### config.mk
export PLATFORM = sky130hd
export DESIGN_NAME = mod_instr_encoder
export DESIGN_NICKNAME = d
export VERILOG_FILES = /design/src/rtl/mod_instr_encoder.sv
export SDC_FILE = /design/constraint.sdc
export NUM_CORES = 1
export LEC_CHECK = 0
export CAP_MARGIN = 5
export CORE_AREA = 2 2 88 90
export DETAILED_ROUTE_END_ITERATION = 16
export DIE_AREA = 0 0 90 92
export PLACE_DENSITY = 0.75
export SLEW_MARGIN = 10
export SYNTH_ARGS = -nofsm -noshare
export SYNTH_HDL_FRONTEND = slang
export SYNTH_SLANG_ARGS = --single-unit
### constraint.sdc
create_clock -name clk -period 1.94 [get_ports clk]
set_clock_uncertainty 0.15 [all_clocks]
set_input_delay 0.582 -clock clk [delete_from_list [all_inputs] [get_ports clk]]
set_output_delay 0.582 -clock clk [all_outputs]
set_load 0.02 [all_outputs]
### src/rtl/mod_instr_encoder.sv
// Program loader. It packs symbolic MIPS commands into 32-bit words and writes them one at a time into imem.
// Optional feature: define ENC_CHECKSUM_EN to add a running XOR checksum of acked words.
module mod_instr_encoder #(
    parameter int ADDR_W    = 8,
    parameter int DEPTH     = 256,
    parameter int BASE_ADDR = 0
) (
    input  logic              clk,
    input  logic              rst_n,
    input  logic              clear,
    input  logic              in_valid,
    output logic              in_ready,
    input  logic [3:0]        in_kind,
    input  logic [4:0]        in_rs,
    input  logic [4:0]        in_rt,
    input  logic [4:0]        in_rd,
    input  logic [15:0]       in_imm,
    input  logic [25:0]       in_target,
    output logic              imem_we,
    output logic [ADDR_W-1:0] imem_addr,
    output logic [31:0]       imem_wdata,
    input  logic              imem_ack,
    output logic [ADDR_W:0]   word_count,
    output logic              full,
    output logic              error
`ifdef ENC_CHECKSUM_EN
    ,
    output logic [31:0]       checksum
`endif
);

    typedef enum logic {IDLE, WRITE} state_t;

    localparam logic [ADDR_W-1:0] BASE = ADDR_W'(BASE_ADDR);
    localparam logic [ADDR_W:0]   LAST = (ADDR_W+1)'(DEPTH - 1);

    state_t            state_q;
    logic [ADDR_W-1:0] ptr_q;
    logic [31:0]       wdata_q;
    logic [ADDR_W:0]   count_q;
    logic              full_q;
    logic              error_q;
    logic [31:0]       wdata_d;
    logic              kindLegal;

    always_comb begin
        wdata_d   = '0;
        kindLegal = 1'b1;
        case (in_kind)
            4'd0:    wdata_d = {6'h00, in_rs, in_rt, in_rd, 5'd0, 6'h20};
            4'd1:    wdata_d = {6'h00, in_rs, in_rt, in_rd, 5'd0, 6'h22};
            4'd2:    wdata_d = {6'h00, in_rs, in_rt, in_rd, 5'd0, 6'h24};
            4'd3:    wdata_d = {6'h00, in_rs, in_rt, in_rd, 5'd0, 6'h25};
            4'd4:    wdata_d = {6'h00, in_rs, in_rt, in_rd, 5'd0, 6'h2A};
            4'd5:    wdata_d = {6'h23, in_rs, in_rt, in_imm};
            4'd6:    wdata_d = {6'h2B, in_rs, in_rt, in_imm};
            4'd7:    wdata_d = {6'h04, in_rs, in_rt, in_imm};
            4'd8:    wdata_d = {6'h02, in_target};
            default: kindLegal = 1'b0;
        endcase
    end

    // The pointer saturates on the filling ack so imem_addr never leaves the DEPTH window.
    always_ff @(posedge clk or negedge rst_n) begin
        if (!rst_n) begin
            state_q <= IDLE;
            ptr_q   <= '0;
            wdata_q <= '0;
            count_q <= '0;
            full_q  <= 1'b0;
            error_q <= 1'b0;
        end else if (clear) begin
            state_q <= IDLE;
            ptr_q   <= '0;
            wdata_q <= '0;
            count_q <= '0;
            full_q  <= 1'b0;
            error_q <= 1'b0;
        end else begin
            case (state_q)
                IDLE: begin
                    if (in_valid && !full_q) begin
                        if (kindLegal) begin
                            wdata_q <= wdata_d;
                            state_q <= WRITE;
                        end else begin
                            error_q <= 1'b1;
                        end
                    end
                end
                WRITE: begin
                    if (imem_ack) begin
                        count_q <= count_q + 1'b1;
                        state_q <= IDLE;
                        if (count_q == LAST) begin
                            full_q <= 1'b1;
                        end else begin
                            ptr_q <= ptr_q + 1'b1;
                        end
                    end
                end
                default: state_q <= IDLE;
            endcase
        end
    end

`ifdef ENC_CHECKSUM_EN
    logic [31:0] checksum_q;

    always_ff @(posedge clk or negedge rst_n) begin
        if (!rst_n) begin
            checksum_q <= '0;
        end else if (clear) begin
            checksum_q <= '0;
        end else if (state_q == WRITE && imem_ack) begin
            checksum_q <= checksum_q ^ wdata_q;
        end
    end

    assign checksum = checksum_q;
`endif

    assign in_ready   = (state_q == IDLE) && !full_q;
    assign imem_we    = (state_q == WRITE);
    assign imem_addr  = BASE + ptr_q;
    assign imem_wdata = wdata_q;
    assign word_count = count_q;
    assign full       = full_q;
    assign error      = error_q;

endmodule

==> impl_metrics.json <==
{
  "drc_errors": 0,
  "drt-initial-drc-count": 89,
  "dr.pass1.iters": 4,
  "cts.htree.levels": 2,
  "clockBufferDepth": 2,
  "grt.busiest_layer": "met2",
  "synth_nets": 357,
  "port_buffers": 117,
  "seqPwrFrac_pct": 47.7,
  "use_met3_pct": 4.44,
  "p_leak_nw": 1.99,
  "fp.dieArea_um2": 8280,
  "cts_tree": "yes",
  "slew_violations": 0,
  "yosysTopAreaCellShare_pct": 45.9,
  "worstPathMaxFanout": 4,
  "synth.area.top_cells": "dfrtp_1, nor2_1, nor3_1, a311oi_1, a21oi_1",
  "gp_congestion": 0.836,
  "status": "finished with violations",
  "internal_power_mw": 1.69,
  "place_inst": 515,
  "reg2reg_depth": 7,
  "rows": 32,
  "ys_seq_area_share_pct": 45.9,
  "post_drt_wl_per_cell_um": 14.7,
  "pwr-share-comb_pct": 26.0,
  "layout-drive-gt1-share_pct": 17.0,
  "clockPowerShare_pct": 26.3,
  "cts_buffers": 5,
  "ctsRootBufferMaster": "clkbuf_8",
  "grt_usage_pct": 19.0,
  "syn_to_final_growth_pct": 56.9,
  "async_reset_ff_share_pct": 100,
  "syn_avg_cell_area_um2": 9.46,
  "rsz0062_at_grt": "true",
  "io_pins": 119,
  "start_util_pct": 36.6,
  "n_antenna_cell": 0,
  "grt_pass1_wl_um": 12800,
  "die_y_um": 92,
  "synth_commonest_cells": "dfrtp_1, nor2_1, nor3_1",
  "crit_path_start_kind": "register",
  "clock_latency_ns": 0.30,
  "min_period_over_period_pct": 101,
  "synth_edf_count": 0,
  "synth_area_um2": 2730,
  "setup_slack_ns": -0.0147,
  "core-area_um2": 7450,
  "synth-seq-cells": 50,
  "hold_viol": 0,
  "nets": 492,
  "whs_ns": 0.0632,
  "grt_antenna_before_repair": 0,
  "met2_usage_pct": 32.8,
  "setup_viol": 1,
  "die_x_um": 90,
  "grt_pass1_vias": 2712,
  "power.switching_mw": 0.671,
  "setup_tns_ns": -0.0147,
  "grt_overflow_total": 0,
  "finalNonFillerCells": 526,
  "use_met1_pct": 23.5,
  "hpwl_um": 5800,
  "crit_required_ns": 2.02,
  "yosysTopAreaCell": "dfrtp_1",
  "switching_share_pct": 28.5,
  "cts_sinks": 50,
  "ant_nets": 0,
  "num_vias": 2690,
  "hold_class": "primary input to async pin",
  "yosys_warnings": 0,
  "ys.flop_type": "dfrtp_1",
  "path_class": "register to register",
  "drt-total-wl_um": 7730,
  "end_kind": "register",
  "period_minus_slack_ns": 1.95,
  "arrival_ns": 2.03,
  "peakVddDrop_uv": 257,
  "drt-vias-per-instance": 5.11,
  "yosysMostFrequentCell": "dfrtp_1",
  "failed_checks": "negative setup slack",
  "drv_cap": 0,
  "fin_util_pct": 57.4,
  "synthDistinctLibCells": 41,
  "fmax_ghz": 0.512,
  "power_per_cell_area_nw_per_um2": 551,
  "synth_cells": 288,
  "clkTransAtPathRegs_ns": 0.09,
  "grt_max_degree": 33
}
[metrics by stage]
step | worst slack [ns] | power, mW | instance area, um2
2_1_floorplan | 0.00335 | 1.43 | 2730
3_3_place_gp | -0.577 | 1.77 | 4150
3_5_place_dp | -0.593 | 1.78 | 4150
4_1_cts | -0.00320 | 2.38 | 4250
5_1_grt | -0.0584 | 2.48 | 4280
6_report | -0.0147 | 2.36 | 4280
[sequential cells by signal (all words and copies together), names as in the netlist]
signal and cells:
imem_we 1, full 1, ptr_q 8, word_count 9, imem_wdata 30, error 1
[routing by layer]
| layer | wire, um | vias to the layer above |
|---|---|---|
| met5 | 0 | - |
| met4 | 148 | 0 |
| met3 | 436 | 15 |
| met2 | 3860 | 84 |
| met1 | 3280 | 1299 |
| li1 | - | 1292 |
[power groups by stage]
stage / Clock (mW) / Combinational, mW / Sequential (mW)
final: 0.620 / 0.613 / 1.12
after global routing: 0.686 / 0.668 / 1.13
after CTS: 0.640 / 0.617 / 1.12
after detailed placement: 0 / 0.638 / 1.14
after global placement: 0 / 0.628 / 1.14
after floorplan: 0 / 0.231 / 1.20
[cells by family after synthesis]
kind of cell | synth area share (%)
flops | 45.9
mux | 2.62
other cells | 0.138
fa+ha+maj | 1.38
compound gates | 17.2
buf+inv | 6.20
simple gates | 22.4
xor+xnor | 4.18
[worst paths after layout]
kind                                            from                    endpoint  slack (ns)
hold / removal                                 rst_n   word_count[1]$_DFFE_PN0P_        0.06
max in group asynchronous                      rst_n  imem_wdata[26]$_DFFE_PN0P_        1.02
setup reg to reg           word_count[0]$_DFFE_PN0P_        ptr_q[3]$_DFFE_PN0P_       -0.01
min in group clk                   error$_DFFE_PN0P_           error$_DFFE_PN0P_        0.37
setup / recovery           word_count[0]$_DFFE_PN0P_        ptr_q[3]$_DFFE_PN0P_       -0.01
hold reg to reg                    error$_DFFE_PN0P_           error$_DFFE_PN0P_        0.37
[worst max-delay path, cell delays in order (launching register included)]
cell      delay [ns]
dfrtp_2         0.43
ha_4            0.16
nand3_2         0.07
nor2_2          0.04
ha_2            0.21
nand4b_1        0.28
or3_1           0.42
a21oi_1         0.12
[final cells by class]
class / count / area, um2
flip-flops and latches: 50 / 1250
clock buffers: 7 / 86.3
inverters: 6 / 22.5
multi-input cells: 206 / 1380
clock inverters: 1 / 5.00
well taps: 102 / 128
repair buffers: 154 / 1410
fillers: 720 / 3170
[timing repair]
item,in CTS,in global routing
pin swaps,1,5
hold buffers,0,0
buffers inserted,2,1
endpoints found under the setup margin,83,9
gates resized for setup,69,11
[cell usage in the layout (no fill, tap or decap), types with 2 or more instances in the layout]
cell type	count
buf_4	31
dfrtp_1	49
nand3_1	3
dlygate4sd2_1	53
o21ai_0	6
buf_12	3
a221oi_1	2
nor2_1	45
a311oi_1	14
clkbuf_2	3
a211oi_2	4
nor3_2	2
xnor2_1	6
mux2i_1	6
xor2_1	7
nand4_1	7
and3_1	2
or3_1	3
nor2b_1	11
buf_6	3
clkdlybuf4s50_1	58
buf_2	2
a21oi_1	14
a211oi_1	4
nor3_1	23
inv_1	6
a2bb2oi_1	5
clkbuf_8	6
nand2_1	15
a221oi_2	4
nor3b_1	2
No activity file was read; power rests on OpenSTA's default activity.
